==> config.mk <==
export PLATFORM = sky130hd
export DESIGN_NAME = apb_slave_regfile_flat
export DESIGN_NICKNAME = d
export VERILOG_FILES = /design/src/rtl/apb_slave_regfile_if.sv /design/src/rtl/apb_slave_regfile.sv /design/src/flat_wrapper.sv
export SDC_FILE = /design/constraint.sdc
export NUM_CORES = 1
export LEC_CHECK = 0
export BUFFER_PORTS_ARGS = -buffer_cell sky130_fd_sc_hd__buf_4
export CORE_ASPECT_RATIO = 0.6
export CORE_MARGIN = 1
export CORE_UTILIZATION = 45
export CTS_CLUSTER_SIZE = 40
export DETAILED_ROUTE_END_ITERATION = 10
export PLACE_DENSITY = 0.65
export SETUP_SLACK_MARGIN = 0.3
export SLEW_MARGIN = 30
export SYNTH_ARGS = -nofsm -noshare
export SYNTH_HDL_FRONTEND = slang
export SYNTH_SLANG_ARGS = --single-unit
==> constraint.sdc <==
create_clock -name Hclk -period 46.6 [get_ports Hclk]
set_input_delay 2.33 -clock Hclk [delete_from_list [all_inputs] [get_ports Hclk]]
set_output_delay 2.33 -clock Hclk [all_outputs]
set_load 0.03 [all_outputs]
==> src/rtl/apb_slave_regfile_if.sv <==
// apb_slave_regfile_if: APB bus between the bridge initiator and a register-file responder
interface apb_slave_regfile_if;
    logic [2:0]  Pselx;
    logic        Penable;
    logic        Pwrite;
    logic [31:0] Paddr;
    logic [31:0] Pwdata;
    logic [31:0] Prdata;
    logic        Pready;
    logic        Pslverr;
    modport master (output Pselx, Penable, Pwrite, Paddr, Pwdata, input Prdata, Pready, Pslverr);
    modport slave (input Pselx, Penable, Pwrite, Paddr, Pwdata, output Prdata, Pready, Pslverr);
endinterface

==> src/rtl/apb_slave_regfile.sv <==
// apb_slave_regfile: APB responder with a 32-bit register file and optional access-phase wait states
module apb_slave_regfile #(
    parameter int unsigned SLV_ID      = 0,
    parameter logic [31:0] BASE_ADDR   = 32'h8000_0000,
    parameter int unsigned DEPTH       = 16,
    parameter int unsigned WAIT_STATES = 0
) (
    input logic                Hclk,
    input logic                Hreset,
    apb_slave_regfile_if.slave apb
);
    localparam int AW = DEPTH > 1 ? $clog2(DEPTH) : 1;
    localparam int WW = WAIT_STATES > 0 ? $clog2(WAIT_STATES + 1) : 1;
    typedef enum logic [1:0] {S_IDLE, S_SETUP, S_ACCESS} state_t;
    state_t        state, next;
    logic [31:0]   regs [DEPTH];
    logic [WW-1:0] wait_cnt;
    logic [AW-1:0] idx_q;
    logic [7:0]    idx;
    logic          wr_q, err_q, sel, err, latch, commit;
    assign sel = apb.Pselx[SLV_ID];
    assign idx = apb.Paddr[9:2];
    assign err = (apb.Paddr[31:10] != BASE_ADDR[31:10]) || (apb.Paddr[1:0] != 2'b00) || (32'(idx) >= DEPTH);
    assign apb.Pready = (state == S_ACCESS) && (wait_cnt == WW'(WAIT_STATES));
    assign apb.Pslverr = err_q && apb.Pready;
    assign latch = next == S_SETUP;
    assign commit = apb.Pready && sel && apb.Penable && wr_q && !err_q;
    always_ff @(posedge Hclk or posedge Hreset) begin
        if (Hreset) state <= S_IDLE;
        else state <= next;
    end
    always_comb begin
        next = S_IDLE;
        case (state)
            S_IDLE:   next = (sel && !apb.Penable) ? S_SETUP : S_IDLE;
            S_SETUP:  next = !sel ? S_IDLE : apb.Penable ? S_ACCESS : S_SETUP;
            S_ACCESS: next = (sel && apb.Penable && !apb.Pready) ? S_ACCESS : S_IDLE;
            default:  next = S_IDLE;
        endcase
    end
    // Every entry into S_SETUP (including a restart) relatches the request; reads fetch data here
    always_ff @(posedge Hclk or posedge Hreset) begin
        if (Hreset) begin
            wr_q <= 1'b0;
            err_q <= 1'b0;
            idx_q <= '0;
            wait_cnt <= '0;
            apb.Prdata <= 32'h0;
        end else if (latch) begin
            wr_q <= apb.Pwrite;
            err_q <= err;
            idx_q <= idx[AW-1:0];
            wait_cnt <= '0;
            if (!apb.Pwrite) apb.Prdata <= err ? 32'h0 : regs[idx[AW-1:0]];
        end else if (state == S_ACCESS && !apb.Pready) begin
            wait_cnt <= wait_cnt + 1'b1;
        end
    end
    always_ff @(posedge Hclk or posedge Hreset) begin
        if (Hreset) begin
            for (int i = 0; i < DEPTH; i++) regs[i] <= 32'h0;
        end else if (commit) begin
            regs[idx_q] <= apb.Pwdata;
        end
    end
endmodule

==> src/flat_wrapper.sv <==
// flat-port wrapper written by rule: the top's interface ports become plain ports
module apb_slave_regfile_flat 
#(
    parameter int unsigned SLV_ID      = 0,
    parameter logic [31:0] BASE_ADDR   = 32'h8000_0000,
    parameter int unsigned DEPTH       = 16,
    parameter int unsigned WAIT_STATES = 0
)
  (Hclk, Hreset, apb_Pselx, apb_Penable, apb_Pwrite, apb_Paddr, apb_Pwdata, apb_Prdata, apb_Pready, apb_Pslverr);
  apb_slave_regfile_if apb_i ();
  input logic Hclk;
  input logic Hreset;
  input wire logic [$bits(apb_i.Pselx)-1:0] apb_Pselx;
  input wire logic [$bits(apb_i.Penable)-1:0] apb_Penable;
  input wire logic [$bits(apb_i.Pwrite)-1:0] apb_Pwrite;
  input wire logic [$bits(apb_i.Paddr)-1:0] apb_Paddr;
  input wire logic [$bits(apb_i.Pwdata)-1:0] apb_Pwdata;
  output wire logic [$bits(apb_i.Prdata)-1:0] apb_Prdata;
  output wire logic [$bits(apb_i.Pready)-1:0] apb_Pready;
  output wire logic [$bits(apb_i.Pslverr)-1:0] apb_Pslverr;
  assign apb_i.Pselx = apb_Pselx;
  assign apb_i.Penable = apb_Penable;
  assign apb_i.Pwrite = apb_Pwrite;
  assign apb_i.Paddr = apb_Paddr;
  assign apb_i.Pwdata = apb_Pwdata;
  assign apb_Prdata = apb_i.Prdata;
  assign apb_Pready = apb_i.Pready;
  assign apb_Pslverr = apb_i.Pslverr;
  apb_slave_regfile #(.SLV_ID(SLV_ID), .BASE_ADDR(BASE_ADDR), .DEPTH(DEPTH), .WAIT_STATES(WAIT_STATES)) u_core (.Hclk(Hclk), .Hreset(Hreset), .apb(apb_i));
endmodule
; ---- Word level (Yosys, flattened, before mapping)
; Index checks and enable logic that the tools add are counted.
[op_classes]
addsub = 1
magnitude_cmp = 4
n_eq_ne = 4
muxes = 14
bitwise_logic = 4
reduce_logical = 20
[op_table]
columns = cell, count
row1 = $bwmux W512, 1
row2 = $bmux W32 S4, 1
row3 = $demux W32 S4, 1
row4 = $mux W32, 4
row5 = $ne A22 B22 Y1 const B, 1
row6 = $logic_and A1 B1 Y1, 11
row7 = $ge A5 B5 Y1 const B, 2
row8 = $not A4 Y5, 2
row9 = $ge A8 B5 Y1 const B, 1
row10 = $mux W2, 3
row11 = $pmux W2 S3, 1
row12 = $lt A5 B1 Y1 const B, 1
row13 = $eq A2 B1 Y1 const B, 2
row14 = $reduce_bool A2 Y1, 2
row15 = $logic_not A1 Y1, 3
row16 = $mux W1, 3
row17 = $eq A2 B2 Y1 const B, 1
row18 = $logic_not A2 Y1, 1
row19 = $logic_or A1 B1 Y1, 2
row20 = $not A1 Y1, 2
row21 = $reduce_and A2 Y1, 1
row22 = $add A1 B1 Y1 const B, 1
[word_totals]
register_bits = 553
elab_cells = 69

; ---- Logic depth before layout (Yosys ltp)
; Gate-level depths: netlist of the first run.
[logic_depth]
ltp_word = 8
mapped_depth = 7
ltp_nobuf = 4

; ---- Least setup slack after synthesis of the first run
; Ideal clock, no wire load.
[synth_path]
kind = input to register
start = input apb_Paddr[2]
end = register u_core.apb.Prdata[0]
arrival_ns = 3.911
required_time_ns = 46.477
path_slack_ns = 42.566
path_stages = 7
path_buffers = 4
cell_sequence = clkbuf_1 > clkbuf_1 > buf_1 > buf_2 > mux2i_1 > o211ai_1 > o221a_2
[synth_via]
elab_chain_cells = 5
[synth_rtl]
columns = item, line
row1 = from (decl), flat_wrapper.sv:16  ; input wire logic [$bits(apb_i.Paddr)-1:0] apb_Paddr;
row2 = $not A4 Y5 (not written as such), apb_slave_regfile.sv:54  ; if (!apb.Pwrite) apb.Prdata <= err ? 32'h0 : regs[idx[AW-1:0]];
row3 = $bmux W32 S4, apb_slave_regfile.sv:54
row4 = $mux W32 (not written as such) (2 in a row), apb_slave_regfile.sv:54
row5 = $mux W32 *, apb_slave_regfile.sv:54
row6 = to (signal assigned), apb_slave_regfile.sv:54
row7 = to (decl), apb_slave_regfile_if.sv:12  ; modport slave (input Pselx, Penable, Pwrite, Paddr, Pwdata, output Prdata, Pready, Pslverr);
; Every way passes the cells marked *; elsewhere a longest branch is shown, timed or not. The select of a mux whose other input is x is not followed.
; A chain may end at the register's enable or synchronous reset.

; ---- Final worst setup path of the first run
[layout_path]
start = input apb_Paddr[2]
end = register u_core.apb.Prdata[27]
; The elaborated chain is that of the path after synthesis.

==> out/results.ini, run 1 <==
[detailed_routing]
vias_per_cell=5.77
drcViolationCount=0
ant_nets=0
drt-initial-drc-count=1051
drt_wl_total_um=65300
num_vias=15600
dr.pass1.iters=7
routedWlPerCell_um=24.2

[global_routing]
met1_usage_pct=34.6
busiest_layer=met2
grt.total_usage_pct=22.8
met3_usage_pct=3.47
grt_max_degree=131
first_global_vias=16400
grt_use_met2_pct=34.7
globalRouteOverflowTotal=0
grt_pass1_wl_um=101000
antenna_found_initial=0

[clocking]
cts_resized=0
post-cts-setup-buffers=0
cts_tree=yes
clk_latency_ps=590
clock_path_buffers=3
cts.sink_count=553
htree_num_levels=2
clk_pin_slew_ps=60
root_buffer=clkbuf_16
cts_buffers=53
hold_buffers=0

[floorplan]
die_y_um=187
fp-row-count=67
dieWidth_um=310
core-area_sq_um=56100
io_pins=105
die_area_sq_um=58000
start_util_pct=45.8

[yosys]
synth-async-reset-ratio_pct=100
syn-num-nets=1921
yosys_warnings=0
synth_seq_area_share_pct=53.9
synthTopCellsByArea=dfrtp_1, mux2_2, mux2i_1
synth_ff_type=dfrtp_1
synth-seq-cells=553
synth.distinct_cells=34
syn_avg_cell_area_sq_um=13.9
netlist_instances=1850
synth_edf_count=0
synthMostInstantiatedCell=dfrtp_1
synth_area_sq_um=25700
synth_top_area_cell=dfrtp_1
synth_common_cells=dfrtp_1, mux2_2, mux2i_1
synth_top_area_share_pct=53.9

[critical_path]
crit_fanout=86
arrival_ps=5860
cp-end-kind=flop
cp-start-kind=primary input
crit_required_ps=47060
crit_type=primary input to flop

[sta]
fmax_mhz=185
drv_slew=0
rsz0062_at_grt=false
slew_headroom_pct=29.4
period_share_pct=11.6
hold_viol=0
post-route-min-period_ps=5400
finClkSkew_ps=25.7
setup_viol=0
final.setup.worst_slack_ps=41200
tns_ps=0
tightestPinTransition_ps=1060

[pwr]
peakVddDrop_mv=0.0284
power.density_nw_per_um2=33.6
leakage_nw=14.7
p_total_mw=0.969

[place]
routabilityCongestion=0.752
place_ws_ps=40670
dp_hpwl_um=36000
port_buffers=102

[cells_and_area]
diodes=0
area_delta_synth_final_pct=12.4
nets=1965
layout-drive-gt1-share_pct=44.4
fillers=4719

[job]
maxCapViolCount=0

[status]
status=finished clean

[hold_path]
hold_path_class=flop to flop

## placed cells by master, fill, tap and decap left out, drive strengths merged
cell type / n
o21ai: 1
nand3b: 1
mux2: 613
mux2i: 160
inv: 34
nor3: 10
or4b: 2
clkinv: 10
o221ai: 32
nand2: 101
clkbuf: 85
o221a: 32
o211ai: 32
nor4: 12
o22a: 33
nand2b: 6
a21oi: 33
nor4b: 1
buf: 140
nor3b: 2
nand4: 35
and2: 1
bufinv: 2
nor2b: 2
nor2: 3
dfrtp: 553
## layer usage
| metal | vias up | part of all wire, % |
|---|---|---|
| li1 | 6860 | - |
| met5 | - | 0 |
| met3 | 90 | 4.5 |
| met2 | 333 | 45 |
| met4 | 0 | 1.7 |
| met1 | 8278 | 49 |
## cell families after synthesis
logic type | share of synthesized area, %
flops | 53.9
mux | 33.6
simple gates | 3.92
compound gates | 5.22
buf+inv | 3.35
## metrics by stage
step | instance area, sq um | std cells | utilization, % | hold WS (ps)
after floorplan | 25700 | 1850 | - | 452
after global placement | 27000 | 2593 | 48.1 | 462
after detailed placement | 27000 | 2597 | 48.2 | 473
final | 28800 | 2695 | 51.4 | 486
after CTS | 28800 | 2694 | 51.3 | 487
after global routing | 28800 | 2695 | 51.4 | 505
## sequential cells by signal, indices dropped and copies added (netlist names)
signal	flops
u_core.regs	512
u_core.apb.Prdata	32
u_core.idx_q	4
u_core.state	2
u_core.err_q	1
u_core.wait_cnt	1
u_core.wr_q	1
## worst max-delay path: stages
cell	delay, ps
buf_8	550
buf_4	870
buf_4	880
mux2_2	410
nand2_1	60
o221ai_1	190
o221a_2	320
## final timing paths
path                                   from                    end  slack, ps  cells past startpoint
min in group asynchronous            Hreset       u_core.regs[432]       1810                      2
setup reg to reg            u_core.state[1]        u_core.regs[66]      43090                      5
hold reg to reg            u_core.regs[310]       u_core.regs[310]        490                      1
setup / recovery               apb_Paddr[2]  u_core.apb.Prdata[27]      41200                      7
hold / removal             u_core.regs[310]       u_core.regs[310]        490                      1
max in group asynchronous            Hreset       u_core.regs[260]      42760                      4
## layout make-up
type	instances	area [sq um]	area share [%]
timing repair buffer	140	1110	3.86
tap	759	950	3.29
multi-input combinational	1112	11100	38.3
inverter	34	140	0.486
clock buffer	85	1640	5.68
sequential	553	13800	48.0
clock inverter	12	118	0.408
## power breakdown
part / internal, mW / total (mW) / switching [mW]
sequential: 0.481 / 0.483 / 0.00239
clock: 0.251 / 0.437 / 0.186
combinational: 0.0132 / 0.0481 / 0.0349
total: 0.745 / 0.969 / 0.223
Power figures use the tool's default switching activity.
==> run 2, diff against run 1 <==
--- a/config.mk
+++ b/config.mk
@@ -5,13 +5,14 @@
 export SDC_FILE = /design/constraint.sdc
 export NUM_CORES = 1
 export LEC_CHECK = 0
+export ABC_AREA = 1
 export BUFFER_PORTS_ARGS = -buffer_cell sky130_fd_sc_hd__buf_4
 export CORE_ASPECT_RATIO = 0.6
 export CORE_MARGIN = 1
 export CORE_UTILIZATION = 45
 export CTS_CLUSTER_SIZE = 40
 export DETAILED_ROUTE_END_ITERATION = 10
-export PLACE_DENSITY = 0.65
+export PLACE_DENSITY = 0.67
 export SETUP_SLACK_MARGIN = 0.3
 export SLEW_MARGIN = 30
 export SYNTH_ARGS = -nofsm -noshare
==> constraint.sdc (replaced) <==
create_clock -name Hclk -period 4.88 [get_ports Hclk]
set_input_delay 0.244 -clock Hclk [delete_from_list [all_inputs] [get_ports Hclk]]
set_output_delay 0.244 -clock Hclk [all_outputs]
set_load 0.03 [all_outputs]
==> run 2 against run 1 <==
Non-clock buffer count is 29 higher. Routed wire length is 15% higher. Die area is 6.7% higher. Setup slack worse by 39000 ps. Core utilization is 0.23 points higher. Register-to-register slack worse by 41000 ps. Critical path depth is 1 higher. Sequential power grew to 9.5 times the previous value. Critical path type is now flop to flop. Highest routed layer unchanged.
==> out/results.ini, run 2 <==
[status]
status=finished clean

[clocking]
clk_latency_ps=590  ; about the same
clock_path_buffers=3  ; unchanged
root_buffer=clkbuf_16
clk_pin_slew_ps=70  ; about the same
cts.sink_count=553  ; unchanged
post-cts-setup-buffers=0  ; unchanged
htree_num_levels=2  ; unchanged
cts_tree=yes
cts_buffers=52  ; -1.9%

[floorplan]
die_area_sq_um=61900  ; +6.7%
dieWidth_um=321  ; +3.3%
start_util_pct=45.9  ; +0.17 points
fp-row-count=69  ; +3.0%
core-area_sq_um=59700  ; +6.4%
io_pins=105  ; unchanged
die_y_um=193  ; +3.3%

[yosys]
synthMostInstantiatedCell=nand2_1
netlist_instances=3723  ; +100%
synth-async-reset-ratio_pct=100  ; unchanged
syn-num-nets=3794  ; +98%
synth-seq-cells=553  ; unchanged
yosys_warnings=0  ; unchanged
synth_common_cells=nand2_1, inv_1, dfrtp_1
synth_area_sq_um=27400  ; +6.8%
synth_top_area_cell=dfrtp_1
syn_avg_cell_area_sq_um=7.36  ; -47%
synth_ff_type=dfrtp_1
synth_edf_count=0  ; unchanged
synthTopCellsByArea=dfrtp_1, nand2_1, inv_1
synth_seq_area_share_pct=50.5  ; -3.4 points
synth_top_area_share_pct=50.5  ; -3.4 points
synth.distinct_cells=22  ; -35%

[cells_and_area]
stdcell_count=4562  ; +69%
top_register=u_core.regs
area_delta_synth_final_pct=12.5  ; about the same
layout-drive-gt1-share_pct=6.46  ; -38 points
layout_common_cells=nand2_1, inv_1, dfrtp_1
nets=3775  ; +92%
fin_util_pct=51.7  ; +0.23 points
reg_top3=u_core.regs (512), u_core.apb.Prdata (32), u_core.idx_q (4)
layout_commonest_cell=nand2_1
largest_reg_flops=512  ; unchanged

[detailed_routing]
routedWlPerCell_um=16.5  ; -32%
drt_wl_total_um=75300  ; +15%
dr.pass1.iters=5  ; -2
num_vias=22400  ; +44%
vias_per_cell=4.90  ; -15%
drt-initial-drc-count=1937  ; +84%
drcViolationCount=0  ; unchanged
ant_nets=0  ; unchanged

[sta]
slew_headroom_pct=33.9  ; +4.5 points
period_share_pct=56.1
setup_viol=0  ; unchanged
post-route-min-period_ps=2740
fmax_mhz=365
finClkSkew_ps=17.6  ; -8.13 ps
hold_viol=0  ; unchanged
drv_slew=0  ; unchanged
rsz0062_at_grt=false
tightestPinTransition_ps=991  ; -67.5 ps

[critical_path]
crit_fanout=64  ; -26%
crit_type=flop to flop
cp-end-kind=flop
crit_required_ps=5350  ; -41,710 ps
cp-start-kind=flop
arrival_ps=3210  ; -2650 ps

[place]
routabilityCongestion=0.745  ; -0.94%
port_buffers=102  ; unchanged
dp.cells=4422  ; +70%
dp_hpwl_um=39200  ; +8.9%

[global_routing]
first_global_vias=21200  ; +29%
grt_pass1_wl_um=120000  ; +18%
antenna_found_initial=0  ; unchanged
globalRouteOverflowTotal=0  ; unchanged
grt.total_usage_pct=24.8  ; +2.0 points
grt_max_degree=217  ; +66%

[pwr]
peakVddDrop_mv=0.224  ; +690%
leakage_nw=15.6  ; +6.5%
power.density_nw_per_um2=306  ; +810%
p_total_mw=9.43  ; +870%

[hold_path]
hold_path_class=primary input to flop

[job]
maxCapViolCount=0  ; unchanged

==> run 2: path summary, 6_finish.rpt <==
check	startpoint	end	slack, ps	depth (start not counted)
max in group asynchronous	Hreset	u_core.regs[5]	3210	5
min in group asynchronous	Hreset	u_core.regs[306]	320	3
worst min-delay path	apb_Pwrite	u_core.apb.Prdata[10]	200	6
worst max-delay path	u_core.state[0]	u_core.regs[9]	2140	8
worst max register to register	u_core.state[0]	u_core.regs[9]	2140	8
worst min register to register	u_core.apb.Prdata[3]	u_core.apb.Prdata[3]	480	2
==> run 2: critical path, stage by stage (launching register included) <==
cell and delay, ps:
dfrtp_1 380, inv_1 50, nand2_1 80, nor2_2 120
inv_2 80, nor2_8 450, nand3_4 840, o21ai_0 510
inv_1 80
==> run 2: area by class of cell <==
class / instances / area [sq um]
clock buffers: 83 / 1550
diodes: 1 / 2.50
clock inverters: 12 / 160
fillers: 5785 / 28800
inverters: 837 / 3150
repair buffers: 169 / 1650
well taps: 816 / 1020
flip-flops and latches: 553 / 13800
multi-input cells: 2091 / 9450
==> run 2: through the flow <==
stage	setup TNS, ps	worst slack [ps]	area, sq um	hold WS (ps)
floorplan	-1598070	-2890	27400	366
global placement	0	2100	28400	389
detailed placement	0	2100	28600	377
CTS	0	2090	30600	182
global route	0	1890	30800	208
finish	0	2140	30800	200
==> run 2: report_power, final <==
part	internal [mW]	switching, mW	leakage [nW]	total [mW]
Sequential	4.59	0.00875	5.71	4.60
Combinational	0.178	0.490	9.07	0.668
Clock	2.38	1.78	0.842	4.16
Total	7.14	2.28	15.6	9.43
==> run 2: repair_timing <==
| action | 4_1_cts | 5_1_grt |
|---|---|---|
| resized for setup | 0 | 0 |
| hold buffers | 36 | 0 |
| hold endpoints to repair | 306 | 0 |
==> run 2: metal layers <==
metal  share of wire (%)  GRT usage [%]  vias up
li1                    -              -    11300
met1                  49           36.7    10300
met2                  42           38.3      658
met3                 7.5           4.04       99
met4                 1.9           5.48        0
met5                   0              0        -
==> run 2: kinds of logic (layout without fill, tap and decap cells) <==
kind of cell	after synthesis	count (layout)	share of synthesized area, %
compound gates	647	647	11.8
flops	553	553	50.5
other cells	0	1	0
buf+inv	1079	1101	15.2
simple gates	1444	1444	22.5
==> run 3, diff against run 2 <==
--- a/config.mk
+++ b/config.mk
@@ -5,14 +5,14 @@
 export SDC_FILE = /design/constraint.sdc
 export NUM_CORES = 1
 export LEC_CHECK = 0
-export ABC_AREA = 1
+export ABC_AREA = 0
 export BUFFER_PORTS_ARGS = -buffer_cell sky130_fd_sc_hd__buf_4
 export CORE_ASPECT_RATIO = 0.6
 export CORE_MARGIN = 1
 export CORE_UTILIZATION = 45
 export CTS_CLUSTER_SIZE = 40
 export DETAILED_ROUTE_END_ITERATION = 10
-export PLACE_DENSITY = 0.67
+export PLACE_DENSITY = 0.65
 export SETUP_SLACK_MARGIN = 0.3
 export SLEW_MARGIN = 30
 export SYNTH_ARGS = -nofsm -noshare
==> constraint.sdc (replaced) <==
create_clock -name Hclk -period 2.9 [get_ports Hclk]
set_input_delay 0.145 -clock Hclk [delete_from_list [all_inputs] [get_ports Hclk]]
set_output_delay 0.145 -clock Hclk [all_outputs]
set_load 0.03 [all_outputs]
==> run 3 against run 2 <==
Non-clock buffer count is 44 higher. Global-route usage is 2.0 points lower. Die area is 6.3% lower. Via count is 29% lower. Design area is 3.8% lower. Core utilization is 1.2 points higher. Count of clock-buffer cells in the layout is 5 lower. Routed wire length is 14% lower. Clock skew is 7.1 ps higher. Sequential power is 69% higher. Clock power is 63% higher. Critical path depth is 4 lower. Critical path type unchanged.
==> out/results.ini, run 3 (same netlist as run 1, synthesis figures left out) <==
[floorplan]
fp-row-count=67  ; -2.9%
die_y_um=187  ; -3.2%
dieWidth_um=310  ; -3.2%
start_util_pct=45.8  ; -0.17 points
die_area_sq_um=58000  ; -6.3%
core-area_sq_um=56100  ; -6.0%
io_pins=105  ; unchanged

[critical_path]
max_stage_delay_ps=980  ; +140 ps
cp-start-kind=flop
r2r_cells=4  ; -4
crit_required_ps=3360  ; -1990 ps
crit_chain=nor3b_2, nand4_2, or4b_4, mux2_4
cp.depth=4  ; -4
cp-end-kind=flop
crit_path_top_delay_cell=or4b_4
cp_num_buf_inv=0  ; -3
arrival_ps=3030  ; -180 ps
crit_fanout=32  ; -50%
critical_path.top_delay_family=simple AND/OR/NAND/NOR gates
crit_type=flop to flop

[cells_and_area]
diodes=0  ; -1
top_register=u_core.regs
layout-drive-gt1-share_pct=44.5  ; +38 points
fin_util_pct=52.9  ; +1.2 points
area_delta_synth_final_pct=15.6
layout_commonest_cell=dfrtp_1
layout_common_cells=dfrtp_1, mux2_2, mux2i_1
largest_reg_flops=512  ; unchanged
reg_top3=u_core.regs (512), u_core.apb.Prdata (32), u_core.idx_q (4)
design_area_sq_um=29700  ; -3.8%
fillers=4619  ; -20%
nets=2036  ; -46%
stdcell_count=2758  ; -40%

[job]
maxCapViolCount=0  ; unchanged

[clocking]
clk_latency_ps=590  ; about the same
clk_pin_slew_ps=70  ; about the same
root_buffer=clkbuf_16
cts_buffers=51  ; -1.9%
clock_path_buffers=3  ; unchanged
htree_num_levels=2  ; unchanged
cts_tree=yes
cts.sink_count=553  ; unchanged

[detailed_routing]
ant_nets=0  ; unchanged
dr.pass1.iters=5  ; unchanged
vias_per_cell=5.73  ; +17%
drt_wl_total_um=65000  ; -14%
routedWlPerCell_um=23.6  ; +43%
num_vias=15800  ; -29%
drcViolationCount=0  ; unchanged
drt-initial-drc-count=943  ; -51%

[global_routing]
grt_pass1_wl_um=102000  ; -15%
globalRouteOverflowTotal=0  ; unchanged
grt_max_degree=151  ; -30%
first_global_vias=16600  ; -22%
antenna_found_initial=0  ; unchanged
grt.total_usage_pct=22.9  ; -2.0 points

[place]
placed_area_sq_um=27500  ; -3.7%
port_buffers=102  ; unchanged
dp_hpwl_um=37500  ; -4.2%
dp.cells=2627  ; -41%
place_ws_ps=369  ; -1730 ps
routabilityCongestion=0.736  ; -1.1%

[sta]
finClkSkew_ps=24.6  ; +7.08 ps
rsz0062_at_grt=false
post-route-min-period_ps=2570  ; -167 ps
hold_viol=0  ; unchanged
drv_slew=0  ; unchanged
slew_headroom_pct=32.0  ; -1.9 points
hold_slack_ps=133  ; -67.5 ps
tns_ps=0  ; unchanged
tightestPinTransition_ps=1020  ; +28.3 ps
final.setup.worst_slack_ps=329  ; -1810 ps
setup_viol=0  ; unchanged
period_share_pct=88.6  ; +33 points
fmax_mhz=389  ; +6.5%

[hold_path]
hold_path_class=primary input to asynchronous set/reset pin

[pwr]
peakVddDrop_mv=0.411  ; +83%
leakage_nw=15.0  ; -3.7%
p_total_mw=15.4  ; +64%
power.density_nw_per_um2=520  ; +70%

[status]
status=finished clean

## run 3: cell count changes in the layout (fill, tap and decap cells not counted), moves of 160 or more
cell / change
nand2_1: -883
inv_1: -795
mux2_2: +549
nand3_1: -418
o21ai_1: -399
o21ai_0: -181
mux2i_1: +160
## run 3: timing repair
item / 4_1_cts / 5_1_grt
endpoints found under the hold margin: 639 / 0
endpoints found under the setup margin: 0 / 1
buffers inserted: 0 / 1
resized for setup: 0 / 1
hold buffers: 43 / 0
## run 3: routing by layer
metal | track usage [%] | share of wire, %
met4 | 3.79 | 1.4
met3 | 3.23 | 4.2
met5 | 0 | 0
met1 | 34.6 | 49
met2 | 35.2 | 45
## run 3: worst register-to-register path: stages, from the launching register on
cell	delay, ps
dfrtp_1	420
nor3b_2	330
nand4_2	240
or4b_4	980
mux2_4	470
## run 3: layout make-up
class	instances	area, sq um	share of cell area (%)
multi-input combinational	1112	11000	37.3
clock inverter	9	85.1	0.287
clock buffer	78	1600	5.39
sequential	553	13800	46.7
timing repair buffer	213	2000	6.75
tap	759	950	3.20
inverter	34	131	0.443
## run 3: worst paths after layout
| kind | from | end | slack (ps) |
|---|---|---|---|
| worst max-delay path | u_core.state[1] | u_core.regs[492] | 330 |
| worst min-delay path | Hreset | u_core.regs[49] | 130 |
| worst max register to register | u_core.state[1] | u_core.regs[492] | 330 |
| worst min register to register | u_core.regs[56] | u_core.regs[56] | 490 |
| max in group asynchronous | Hreset | u_core.regs[321] | 1600 |
| min in group Hclk | apb_Paddr[2] | u_core.apb.Prdata[19] | 340 |
## run 3: power breakdown
group	leakage, nW	switching, mW	internal (mW)
Clock	0.841	2.93	3.86
Sequential	7.71	0.0391	7.73
Combinational	6.48	0.577	0.280
Total	15.0	3.55	11.9
